File: src/rtl/ps2_scancode_decoder_pkg.sv
// Shared types, constants and the US Set-2 to ASCII lookup for the PS/2 decoder.
// Latency: none (types and pure functions only).
// Backpressure: not applicable.
package ps2_pkg;

  typedef enum logic [2:0] {
    ST_IDLE,
    ST_GOT_E0,
    ST_GOT_F0,
    ST_GOT_E0F0,
    ST_SKIP
  } state_t;

  localparam logic [7:0] PFX_E0 = 8'hE0;
  localparam logic [7:0] PFX_F0 = 8'hF0;
  localparam logic [7:0] PFX_E1 = 8'hE1;

  localparam logic [7:0] KEY_LSHIFT = 8'h12;
  localparam logic [7:0] KEY_RSHIFT = 8'h59;
  localparam logic [7:0] KEY_CAPS   = 8'h58;

  // Bytes that follow E1 in the Pause sequence: 14 77 E1 F0 14 F0 77.
  localparam logic [2:0] PAUSE_SKIP = 3'd7;

  // One decoded key event as stored in the event FIFO.
  typedef struct packed {
    logic [7:0] ascii;
    logic       ext;
    logic       brk;
    logic [7:0] code;
  } evt_t;

  // Keyboard replies (ACK, BAT result, echo, resend, errors) carry no key information.
  function automatic logic is_discard(input logic [7:0] code);
    case (code)
      8'h00, 8'hAA, 8'hEE, 8'hFA, 8'hFC, 8'hFD, 8'hFE, 8'hFF: return 1'b1;
      default:                                                return 1'b0;
    endcase
  endfunction

  // US layout: letters honour shift^caps, digits honour shift only.
  function automatic logic [7:0] scan_to_ascii(input logic [7:0] code,
                                               input logic       shift,
                                               input logic       caps);
    logic [7:0] lower;
    logic [7:0] res;
    lower = 8'h00;
    res   = 8'h00;
    case (code)
      8'h1C: lower = 8'h61; 8'h32: lower = 8'h62; 8'h21: lower = 8'h63;
      8'h23: lower = 8'h64; 8'h24: lower = 8'h65; 8'h2B: lower = 8'h66;
      8'h34: lower = 8'h67; 8'h33: lower = 8'h68; 8'h43: lower = 8'h69;
      8'h3B: lower = 8'h6A; 8'h42: lower = 8'h6B; 8'h4B: lower = 8'h6C;
      8'h3A: lower = 8'h6D; 8'h31: lower = 8'h6E; 8'h44: lower = 8'h6F;
      8'h4D: lower = 8'h70; 8'h15: lower = 8'h71; 8'h2D: lower = 8'h72;
      8'h1B: lower = 8'h73; 8'h2C: lower = 8'h74; 8'h3C: lower = 8'h75;
      8'h2A: lower = 8'h76; 8'h1D: lower = 8'h77; 8'h22: lower = 8'h78;
      8'h35: lower = 8'h79; 8'h1A: lower = 8'h7A;
      8'h16: res = shift ? 8'h21 : 8'h31;
      8'h1E: res = shift ? 8'h40 : 8'h32;
      8'h26: res = shift ? 8'h23 : 8'h33;
      8'h25: res = shift ? 8'h24 : 8'h34;
      8'h2E: res = shift ? 8'h25 : 8'h35;
      8'h36: res = shift ? 8'h5E : 8'h36;
      8'h3D: res = shift ? 8'h26 : 8'h37;
      8'h3E: res = shift ? 8'h2A : 8'h38;
      8'h46: res = shift ? 8'h28 : 8'h39;
      8'h45: res = shift ? 8'h29 : 8'h30;
      8'h29: res = 8'h20;
      8'h5A: res = 8'h0D;
      8'h66: res = 8'h08;
      default: res = 8'h00;
    endcase
    if (lower != 8'h00) begin
      res = (shift ^ caps) ? (lower - 8'h20) : lower;
    end
    return res;
  endfunction

endpackage

File: src/rtl/ps2_event_fifo.sv
// Synchronous event FIFO with extra-MSB pointers for full/empty detection.
// Latency: a write is visible at the head the cycle after the push edge (no bypass).
// Backpressure: push while full is ignored unless a pop happens in the same cycle.
module ps2_event_fifo #(
  parameter int WIDTH = 18,
  parameter int DEPTH = 4
) (
  input  logic             clk,
  input  logic             reset,
  input  logic             push,
  input  logic [WIDTH-1:0] wr_dat,
  input  logic             pop,
  output logic             full,
  output logic             empty,
  output logic [WIDTH-1:0] head
);

  localparam int AW = $clog2(DEPTH);

  logic [WIDTH-1:0] mem_q [DEPTH];
  logic [AW:0]      wr_ptr_q, wr_ptr_d;
  logic [AW:0]      rd_ptr_q, rd_ptr_d;
  logic             do_push;
  logic             do_pop;

  assign empty = (wr_ptr_q == rd_ptr_q);
  assign full  = (wr_ptr_q[AW] != rd_ptr_q[AW]) &&
                 (wr_ptr_q[AW-1:0] == rd_ptr_q[AW-1:0]);
  // Head reads as zero when empty so the fields are clean straight out of reset.
  assign head  = empty ? '0 : mem_q[rd_ptr_q[AW-1:0]];

  // Pointer advance; a full FIFO still accepts a push when it is popped in the same cycle.
  always_comb begin
    do_pop   = pop && !empty;
    do_push  = push && (!full || do_pop);
    wr_ptr_d = wr_ptr_q + (do_push ? (AW+1)'(1) : (AW+1)'(0));
    rd_ptr_d = rd_ptr_q + (do_pop  ? (AW+1)'(1) : (AW+1)'(0));
  end

  // Pointer registers.
  always_ff @(posedge clk or posedge reset) begin
    if (reset) begin
      wr_ptr_q <= '0;
      rd_ptr_q <= '0;
    end else begin
      wr_ptr_q <= wr_ptr_d;
      rd_ptr_q <= rd_ptr_d;
    end
  end

  // Storage array; contents need no reset because empty masks the head.
  always_ff @(posedge clk) begin
    if (do_push) begin
      mem_q[wr_ptr_q[AW-1:0]] <= wr_dat;
    end
  end

endmodule

File: src/rtl/ps2_scancode_decoder.sv
// Strips E0/F0/E1 prefixes from Set-2 bytes, tracks Shift/Caps and queues key events.
// Latency: 1 cycle from scanValid to evtValid.
// Backpressure: none upstream; a full FIFO drops the event and sets sticky overflow.
module ps2_scancode_decoder
  import ps2_pkg::*;
#(
  parameter int FIFO_DEPTH = 4
) (
  input  logic       clk,
  input  logic       reset,
  input  logic       scanValid,
  input  logic [7:0] scanCode,
  output logic       evtValid,
  input  logic       evtReady,
  output logic [7:0] evtCode,
  output logic       evtBreak,
  output logic       evtExtended,
  output logic [7:0] evtAscii,
  output logic       shiftHeld,
  output logic       capsLock,
  output logic       overflow
);

  state_t     state_q, state_d;
  logic [2:0] skip_q, skip_d;
  logic       shift_l_q, shift_l_d;
  logic       shift_r_q, shift_r_d;
  logic       caps_lock_q, caps_lock_d;
  logic       caps_down_q, caps_down_d;
  logic       overflow_q, overflow_d;

  logic       push;
  logic       pop;
  logic       evt_brk;
  logic       evt_ext;
  logic [7:0] evt_ascii;
  logic       fifo_full;
  logic       fifo_empty;
  evt_t       wr_evt;
  evt_t       head_evt;

  assign pop       = !fifo_empty && evtReady;
  assign shiftHeld = shift_l_q | shift_r_q;
  assign capsLock  = caps_lock_q;
  assign overflow  = overflow_q;

  // Prefix FSM: decides whether this byte completes an event and with which flags.
  always_comb begin
    state_d = state_q;
    skip_d  = skip_q;
    push    = 1'b0;
    evt_brk = 1'b0;
    evt_ext = 1'b0;
    if (scanValid) begin
      case (state_q)
        ST_IDLE: begin
          if (scanCode == PFX_E0) begin
            state_d = ST_GOT_E0;
          end else if (scanCode == PFX_F0) begin
            state_d = ST_GOT_F0;
          end else if (scanCode == PFX_E1) begin
            state_d = ST_SKIP;
            skip_d  = PAUSE_SKIP;
          end else if (!is_discard(scanCode)) begin
            push = 1'b1;
          end
        end
        ST_GOT_E0: begin
          if (scanCode == PFX_F0) begin
            state_d = ST_GOT_E0F0;
          end else if (scanCode != PFX_E0) begin
            push    = 1'b1;
            evt_ext = 1'b1;
            state_d = ST_IDLE;
          end
        end
        ST_GOT_F0: begin
          if (scanCode != PFX_F0) begin
            push    = 1'b1;
            evt_brk = 1'b1;
            state_d = ST_IDLE;
          end
        end
        ST_GOT_E0F0: begin
          if (scanCode != PFX_F0) begin
            push    = 1'b1;
            evt_brk = 1'b1;
            evt_ext = 1'b1;
            state_d = ST_IDLE;
          end
        end
        ST_SKIP: begin
          skip_d = skip_q - 3'd1;
          if (skip_q <= 3'd1) begin
            skip_d  = 3'd0;
            state_d = ST_IDLE;
          end
        end
        default: state_d = ST_IDLE;
      endcase
    end
  end

  // Modifier tracking and ASCII translation; ASCII uses the state before this byte.
  always_comb begin
    shift_l_d   = shift_l_q;
    shift_r_d   = shift_r_q;
    caps_lock_d = caps_lock_q;
    caps_down_d = caps_down_q;
    evt_ascii   = 8'h00;
    if (push && !evt_ext && !evt_brk) begin
      evt_ascii = scan_to_ascii(scanCode, shiftHeld, caps_lock_q);
    end
    if (push && !evt_ext) begin
      case (scanCode)
        KEY_LSHIFT: shift_l_d = !evt_brk;
        KEY_RSHIFT: shift_r_d = !evt_brk;
        KEY_CAPS: begin
          if (evt_brk) begin
            caps_down_d = 1'b0;
          end else begin
            // Typematic repeats arrive with caps_down set and must not re-toggle.
            if (!caps_down_q) begin
              caps_lock_d = !caps_lock_q;
            end
            caps_down_d = 1'b1;
          end
        end
        default: ;
      endcase
    end
    overflow_d = overflow_q | (push & fifo_full & ~pop);
  end

  // Decoder state registers.
  always_ff @(posedge clk or posedge reset) begin
    if (reset) begin
      state_q     <= ST_IDLE;
      skip_q      <= 3'd0;
      shift_l_q   <= 1'b0;
      shift_r_q   <= 1'b0;
      caps_lock_q <= 1'b0;
      caps_down_q <= 1'b0;
      overflow_q  <= 1'b0;
    end else begin
      state_q     <= state_d;
      skip_q      <= skip_d;
      shift_l_q   <= shift_l_d;
      shift_r_q   <= shift_r_d;
      caps_lock_q <= caps_lock_d;
      caps_down_q <= caps_down_d;
      overflow_q  <= overflow_d;
    end
  end

  assign wr_evt = '{ascii: evt_ascii, ext: evt_ext, brk: evt_brk, code: scanCode};

  ps2_event_fifo #(
    .WIDTH ($bits(evt_t)),
    .DEPTH (FIFO_DEPTH)
  ) u_fifo (
    .clk    (clk),
    .reset  (reset),
    .push   (push),
    .wr_dat (wr_evt),
    .pop    (pop),
    .full   (fifo_full),
    .empty  (fifo_empty),
    .head   (head_evt)
  );

  assign evtValid    = !fifo_empty;
  assign evtCode     = head_evt.code;
  assign evtBreak    = head_evt.brk;
  assign evtExtended = head_evt.ext;
  assign evtAscii    = head_evt.ascii;

endmodule

File: config.mk
export PLATFORM = sky130hd
export DESIGN_NAME = ps2_scancode_decoder
export DESIGN_NICKNAME = d
export VERILOG_FILES = /design/src/rtl/ps2_scancode_decoder_pkg.sv /design/src/rtl/ps2_event_fifo.sv /design/src/rtl/ps2_scancode_decoder.sv
export SDC_FILE = /design/constraint.sdc
export NUM_CORES = 1
export LEC_CHECK = 0
export BUFFER_PORTS_ARGS = -buffer_cell sky130_fd_sc_hd__buf_2
export CAP_MARGIN = 0
export CORE_MARGIN = 3
export CORE_UTILIZATION = 55
export DETAILED_ROUTE_END_ITERATION = 16
export PLACE_DENSITY = 0.85
export SLEW_MARGIN = 20
export SYNTH_ARGS = -nofsm -noshare
export SYNTH_HDL_FRONTEND = slang
export SYNTH_SLANG_ARGS = --single-unit
export TNS_END_PERCENT = 1
File: constraint.sdc
create_clock -name clk -period 4.3 [get_ports clk]
set_clock_uncertainty 0.2 [all_clocks]
set_input_delay 0.645 -clock clk [delete_from_list [all_inputs] [get_ports clk]]
set_output_delay 0.645 -clock clk [all_outputs]
set_load 0.05 [all_outputs]
# Word level (Yosys, flattened, before mapping)
# Memory sizes are Yosys's and may differ from the RTL's.
# Index checks and enable logic that the tools add are counted.
# totals
regBits	17
ram_bits	72
memories	1
inputBits	12
out_inout_bits	22
# memory_table
name	words	word_bits	rd	rd_clocked_by_memory_dff	write_ports	line_no	source
u_fifo.mem_q	4	18	1	0	1	ps2_event_fifo.sv:20	logic [WIDTH-1:0] mem_q [DEPTH];
# classes
n_reduce_logical	24
addsub	4
bitwise_logic	8
mux	54
n_eq_ne	68
magnitude_cmp	1
# ops
operator	count
$eq 8x6->1 const B	23
$pmux 7 s26	1
$pmux 7 s13	1
$eq 8x7->1 const B	11
$eq 8x8->1 const B	10
$eq 8x5->1 const B	8
$mux 5	8
$mux 3	11
$mux 8	4
$mux 1	22
$mux 18	1
$ne 8x8->1 const B	2
$mux 7	2
$pmux 3 s4	1
$reduce_and 5->1	2
$logic_not 8->1	1
$ne 2x2->1 const B	4
$reduce_bool 8->1	1
$reduce_or 8->1	1
$sub 8x6->8 const B	1
$add 3x3->3	2
$eq 3x2->1 const B	2
$logic_and 1x1->1	6
$pmux 3 s2	1
23 further kinds	33

# Logic depth before layout (Yosys ltp)
# logic_depth
ltp_word	21
mapped_depth	11
mapped_depth_nobuf	9

# Hierarchy
# A second synthesis with hierarchy kept.
# unflattened
cells_unflattened	389
area_unflattened_um2	4958.5
# modules_own_cells
module	area_each_um2	cells_per_inst	n_inst
ps2_event_fifo	3174.3	140	1
ps2_scancode_decoder	1784.2	249	1

# Worst setup path after synthesis
# OpenSTA, ideal clock, no wires.
# synth_timing
path_type	in2reg
from	in scanCode[4]
to	mem u_fifo.mem_q[0][0], enable pin
setup_slack_ps	503
path_stages	7
required_ps	3684
arrival_time_ps	3182
cell_sequence	buf_2 > o211ai_2 > a211oi_2 > nor4_4 > nor2_2 > or3_4 > nor3_1
# synth_via
elab_chain_len	17
# synth_rtl
item	line_no	source
from (decl)	ps2_scancode_decoder.sv:12	input logic [7:0] scanCode,
$eq 8x8->1 or $logic_not 8->1 (tied branches)	ps2_scancode_decoder_pkg.sv:35	case (code)
$reduce_or 8->1	ps2_scancode_decoder_pkg.sv:35	
$mux 1	ps2_scancode_decoder_pkg.sv:35	
$mux 1	ps2_scancode_decoder.sv:61	end else if (scanCode == PFX_E1) begin
$mux 1	ps2_scancode_decoder.sv:59	end else if (scanCode == PFX_F0) begin
$mux 1	ps2_scancode_decoder.sv:57	if (scanCode == PFX_E0) begin
$mux 1	ps2_scancode_decoder.sv:55	case (state_q)
$mux 1	ps2_scancode_decoder.sv:54	if (scanValid) begin
$mux 1	ps2_scancode_decoder.sv:64	end else if (!is_discard(scanCode)) begin
$mux 1	ps2_scancode_decoder.sv:61	
$mux 1	ps2_scancode_decoder.sv:59	
$mux 1	ps2_scancode_decoder.sv:57	
$pmux 1 s3 (*)	ps2_scancode_decoder.sv:55	
$mux 1 (*)	ps2_scancode_decoder.sv:54	
$logic_and 1x1->1 (*)	ps2_event_fifo.sv:35	do_push = push && (!full || do_pop);
$mux 1 (*)	ps2_event_fifo.sv:53	if (do_push) begin
$mux 1 (implied by the code) (*)	ps2_event_fifo.sv:54	mem_q[wr_ptr_q[AW-1:0]] <= wr_dat;
to (decl)	ps2_event_fifo.sv:20	
# Every way passes the cells marked *; elsewhere a longest branch is shown, timed or not. The select of a mux whose other input is x is not followed.

# Final worst setup path
# layout_timing
from	reg u_fifo.rd_ptr_q[0]
to	out evtExtended
# layout_via
elab_chain_len	2
# layout_rtl
item	line_no	source
from (decl)	ps2_event_fifo.sv:22	logic [AW:0] rd_ptr_q, rd_ptr_d;
from (signal assigned)	ps2_event_fifo.sv:47	rd_ptr_q <= rd_ptr_d;
$mem_v2 4x18 or $eq 3x3->1 (tied branches)	-	
$mux 18 (*)	ps2_event_fifo.sv:30	assign head = empty ? '0 : mem_q[rd_ptr_q[AW-1:0]];
to (decl)	ps2_scancode_decoder.sv:17	output logic evtExtended,
# Every way passes the cells marked *; elsewhere a longest branch is shown, timed or not.

==> results.json <==
{
  "pwr-share-comb": 0.487,
  "leakage_nw": 1.81,
  "design.core.area_mm2": 0.00876,
  "synthArstFlopShare": 0.191,
  "endpoint_kind": "output pin",
  "status": "complete, no violations",
  "max_freq_mhz": 320,
  "final_common_cell": "edfxtp_1",
  "layoutNonFillerInstCount": 539,
  "grt_first_pass_wirelength_um": 16900,
  "num_vias": 3513,
  "critPathKind": "flop to output pin",
  "grt_use_total": 0.215,
  "power.density_mw_per_mm2": 603,
  "reg2reg_to": "u_fifo.mem_q[1][4]$_DFFE_PP_",
  "avgSynthCellArea_um2": 12.3,
  "cp.required_ns": 3.45,
  "irDropWorstVdd_v": 0.000323,
  "nets": 446,
  "arrival_ns": 2.28,
  "synth_cell_types": 70,
  "reg2reg_from": "state_q[2]$_DFFE_PP0P_",
  "synth_ff_type": "edfxtp_1",
  "cts_sinks": 89,
  "hold_viol": 0,
  "h-tree-depth": 3,
  "areaGrowthSynthToFinish_pct": 7.68,
  "gp_congestion": 1.01,
  "p_total_mw": 3.22,
  "antenna_found_initial": 0,
  "drc": 0,
  "crit_path_start_kind": "flop",
  "ios": 34,
  "synth-seq-cells": 89,
  "clk-insertion-delay-late_ns": 0.35,
  "crit_path_max_fanout": 20,
  "grt_overflow_total": 0,
  "syn_area_mm2": 0.00497,
  "fin_hold_ws_ns": 0.146,
  "max_cap_viol_count": 0,
  "dr.pass1.iters": 5,
  "die_w_um": 101,
  "fin_crit_ns": 3.12,
  "power_frac_seq": 0.347,
  "place_inst": 523,
  "slew_headroom": 0.511,
  "grt_pass1_vias": 3297,
  "post-cts-setup-buffer-count": 0,
  "synth_edf_count": 72,
  "cts_buffer_depth": 2,
  "clk_pin_slew_ns": 0.10,
  "synth_nets": 424,
  "place_hpwl_um": 7150,
  "cts_tree": "yes",
  "final_cell_mix": "edfxtp_1, buf_2, nor2b_1",
  "die-area_mm2": 0.0102,
  "totalWireLength_um": 10600,
  "grt_max_degree": 35,
  "fp-row-count": 34,
  "setup_violations": 0,
  "finish.instance_area_mm2": 0.00535,
  "fin_setup_tns_ns": 0,
  "hold_buffers": 0,
  "power_switching_mw": 1.47,
  "reg2reg_depth": 6,
  "drtAntennaViolNets": 0,
  "num_antenna_cells": 0,
  "maxSlewViolCount": 0,
  "worst_pin_slew_ns": 0.734,
  "seq_area_frac_synth": 0.521,
  "drive_gt1_frac": 0.234,
  "p_sw_frac": 0.455,
  "viasPerCell": 6.52,
  "startpoint": "u_fifo.rd_ptr_q[0]$_DFF_PP0_",
  "place_area_mm2": 0.00516,
  "initial_core_util": 0.567,
  "cts_root_buffer": "clkbuf_8",
  "rsz0062_at_grt": "false",
  "first_iter_violations": 328,
  "port_buffers": 33,
  "yosys_warnings": 0,
  "die_y_um": 101,
  "fin_crit_sh": 0.726,
  "post_cts_resized": 0,
  "syn_inst": 404,
  "clkPwrFrac": 0.166,
  "routedWlPerCell_um": 19.6,
  "cts_buffers": 9,
  "n_fill_cell": 663,
  "r2r_slack_ns": 1.38,
  "min-delay-path-class": "primary input to async pin",
  "p_int_mw": 1.76
}
how the worst max path moves through the flow:
stage	to	depth (start not counted)	slack (ns)
after global routing	evtCode[7]	5	0.96
after CTS	evtCode[7]	5	1.06
after floorplan	u_fifo.mem_q[0][0]$_DFFE_PP_	7	0.50
after detailed placement	u_fifo.mem_q[1][15]$_DFFE_PP_	10	0.86
final	evtExtended	5	1.18
after global placement	u_fifo.mem_q[0][15]$_DFFE_PP_	10	0.92
metal layers:
layer	part of all wire	track usage
met3	0.075	0.0415
met2	0.49	0.355
met5	0	0
met4	0.037	0.0900
met1	0.40	0.278
stage by stage:
step	worst slack, ns	util
finish	1.18	0.610
global route	0.960	0.610
CTS	1.06	0.610
detailed placement	0.857	0.589
global placement	0.917	0.589
floorplan	0.503	-
state kept, by name (all words and copies together) (netlist names):
signal / flops
shift_l_q: 1
shift_r_q: 1
state_q: 3
capsLock: 1
u_fifo.wr_ptr_q: 3
caps_down_q: 1
u_fifo.rd_ptr_q: 3
u_fifo.mem_q: 72
overflow: 1
skip_q: 3
power groups by stage:
stage               sequential, mW  clock, mW  combinational [mW]
finish                        1.12      0.534                1.57
detailed placement            1.14          0                1.59
global route                  1.13      0.583                1.67
CTS                           1.12      0.550                1.59
global placement              1.13          0                1.56
floorplan                     1.13          0                1.26
worst max-delay path, stage by stage (launching register included):
cell     delay (ns)
dfrtp_1        0.34
buf_4          0.35
xnor2_1        0.18
and3_1         0.66
nor2b_1        0.13
buf_2          0.25
cells in the mapped netlist (3+ instances only):
| cell | instances | area (µm²) |
|---|---|---|
| or2_2 | 3 | 18.8 |
| o211ai_1 | 5 | 37.5 |
| ha_1 | 8 | 100 |
| clkbuf_1 | 8 | 30.0 |
| or4b_1 | 3 | 30.0 |
| a32oi_1 | 3 | 26.3 |
| dfrtp_1 | 17 | 425 |
| or3_1 | 7 | 43.8 |
| buf_2 | 16 | 80.1 |
| nand2_1 | 19 | 71.3 |
| nand3_1 | 8 | 40.0 |
| xnor2_1 | 4 | 35.0 |
| xor2_1 | 4 | 35.0 |
| mux4_2 | 18 | 405 |
| a21oi_1 | 17 | 85.1 |
| inv_1 | 12 | 45.0 |
| edfxtp_1 | 72 | 2160 |
| nor3_1 | 17 | 85.1 |
| a31oi_1 | 9 | 56.3 |
| nor2b_1 | 26 | 163 |
| o22ai_1 | 7 | 43.8 |
| nor2_1 | 21 | 78.8 |
| nor3b_2 | 3 | 37.5 |
| buf_6 | 4 | 45.0 |
| and3_1 | 3 | 18.8 |
| a41oi_1 | 3 | 26.3 |
| o21ai_0 | 20 | 100 |
| or4_1 | 4 | 30.0 |
| nand2b_1 | 9 | 56.3 |
cell families (layout without fill, tap and decap cells):
group	Yosys count	in the layout	synth area share
fa+ha+maj	8	8	0.0202
xor+xnor	8	8	0.0141
compound gates	94	94	0.138
flops	89	89	0.521
simple gates	141	141	0.173
buf+inv	42	69	0.0433
mux	22	22	0.0907
area by class of cell:
| type | instances | area, µm² | area share |
|---|---|---|---|
| multi-input combinational | 273 | 2170 | 0.406 |
| sequential | 89 | 2590 | 0.484 |
| clock inverter | 7 | 62.6 | 0.0117 |
| timing repair buffer | 41 | 225 | 0.0421 |
| tap | 108 | 135 | 0.0253 |
| inverter | 12 | 45.0 | 0.00842 |
| clock buffer | 9 | 124 | 0.0232 |
Power figures use the tool's default switching activity.
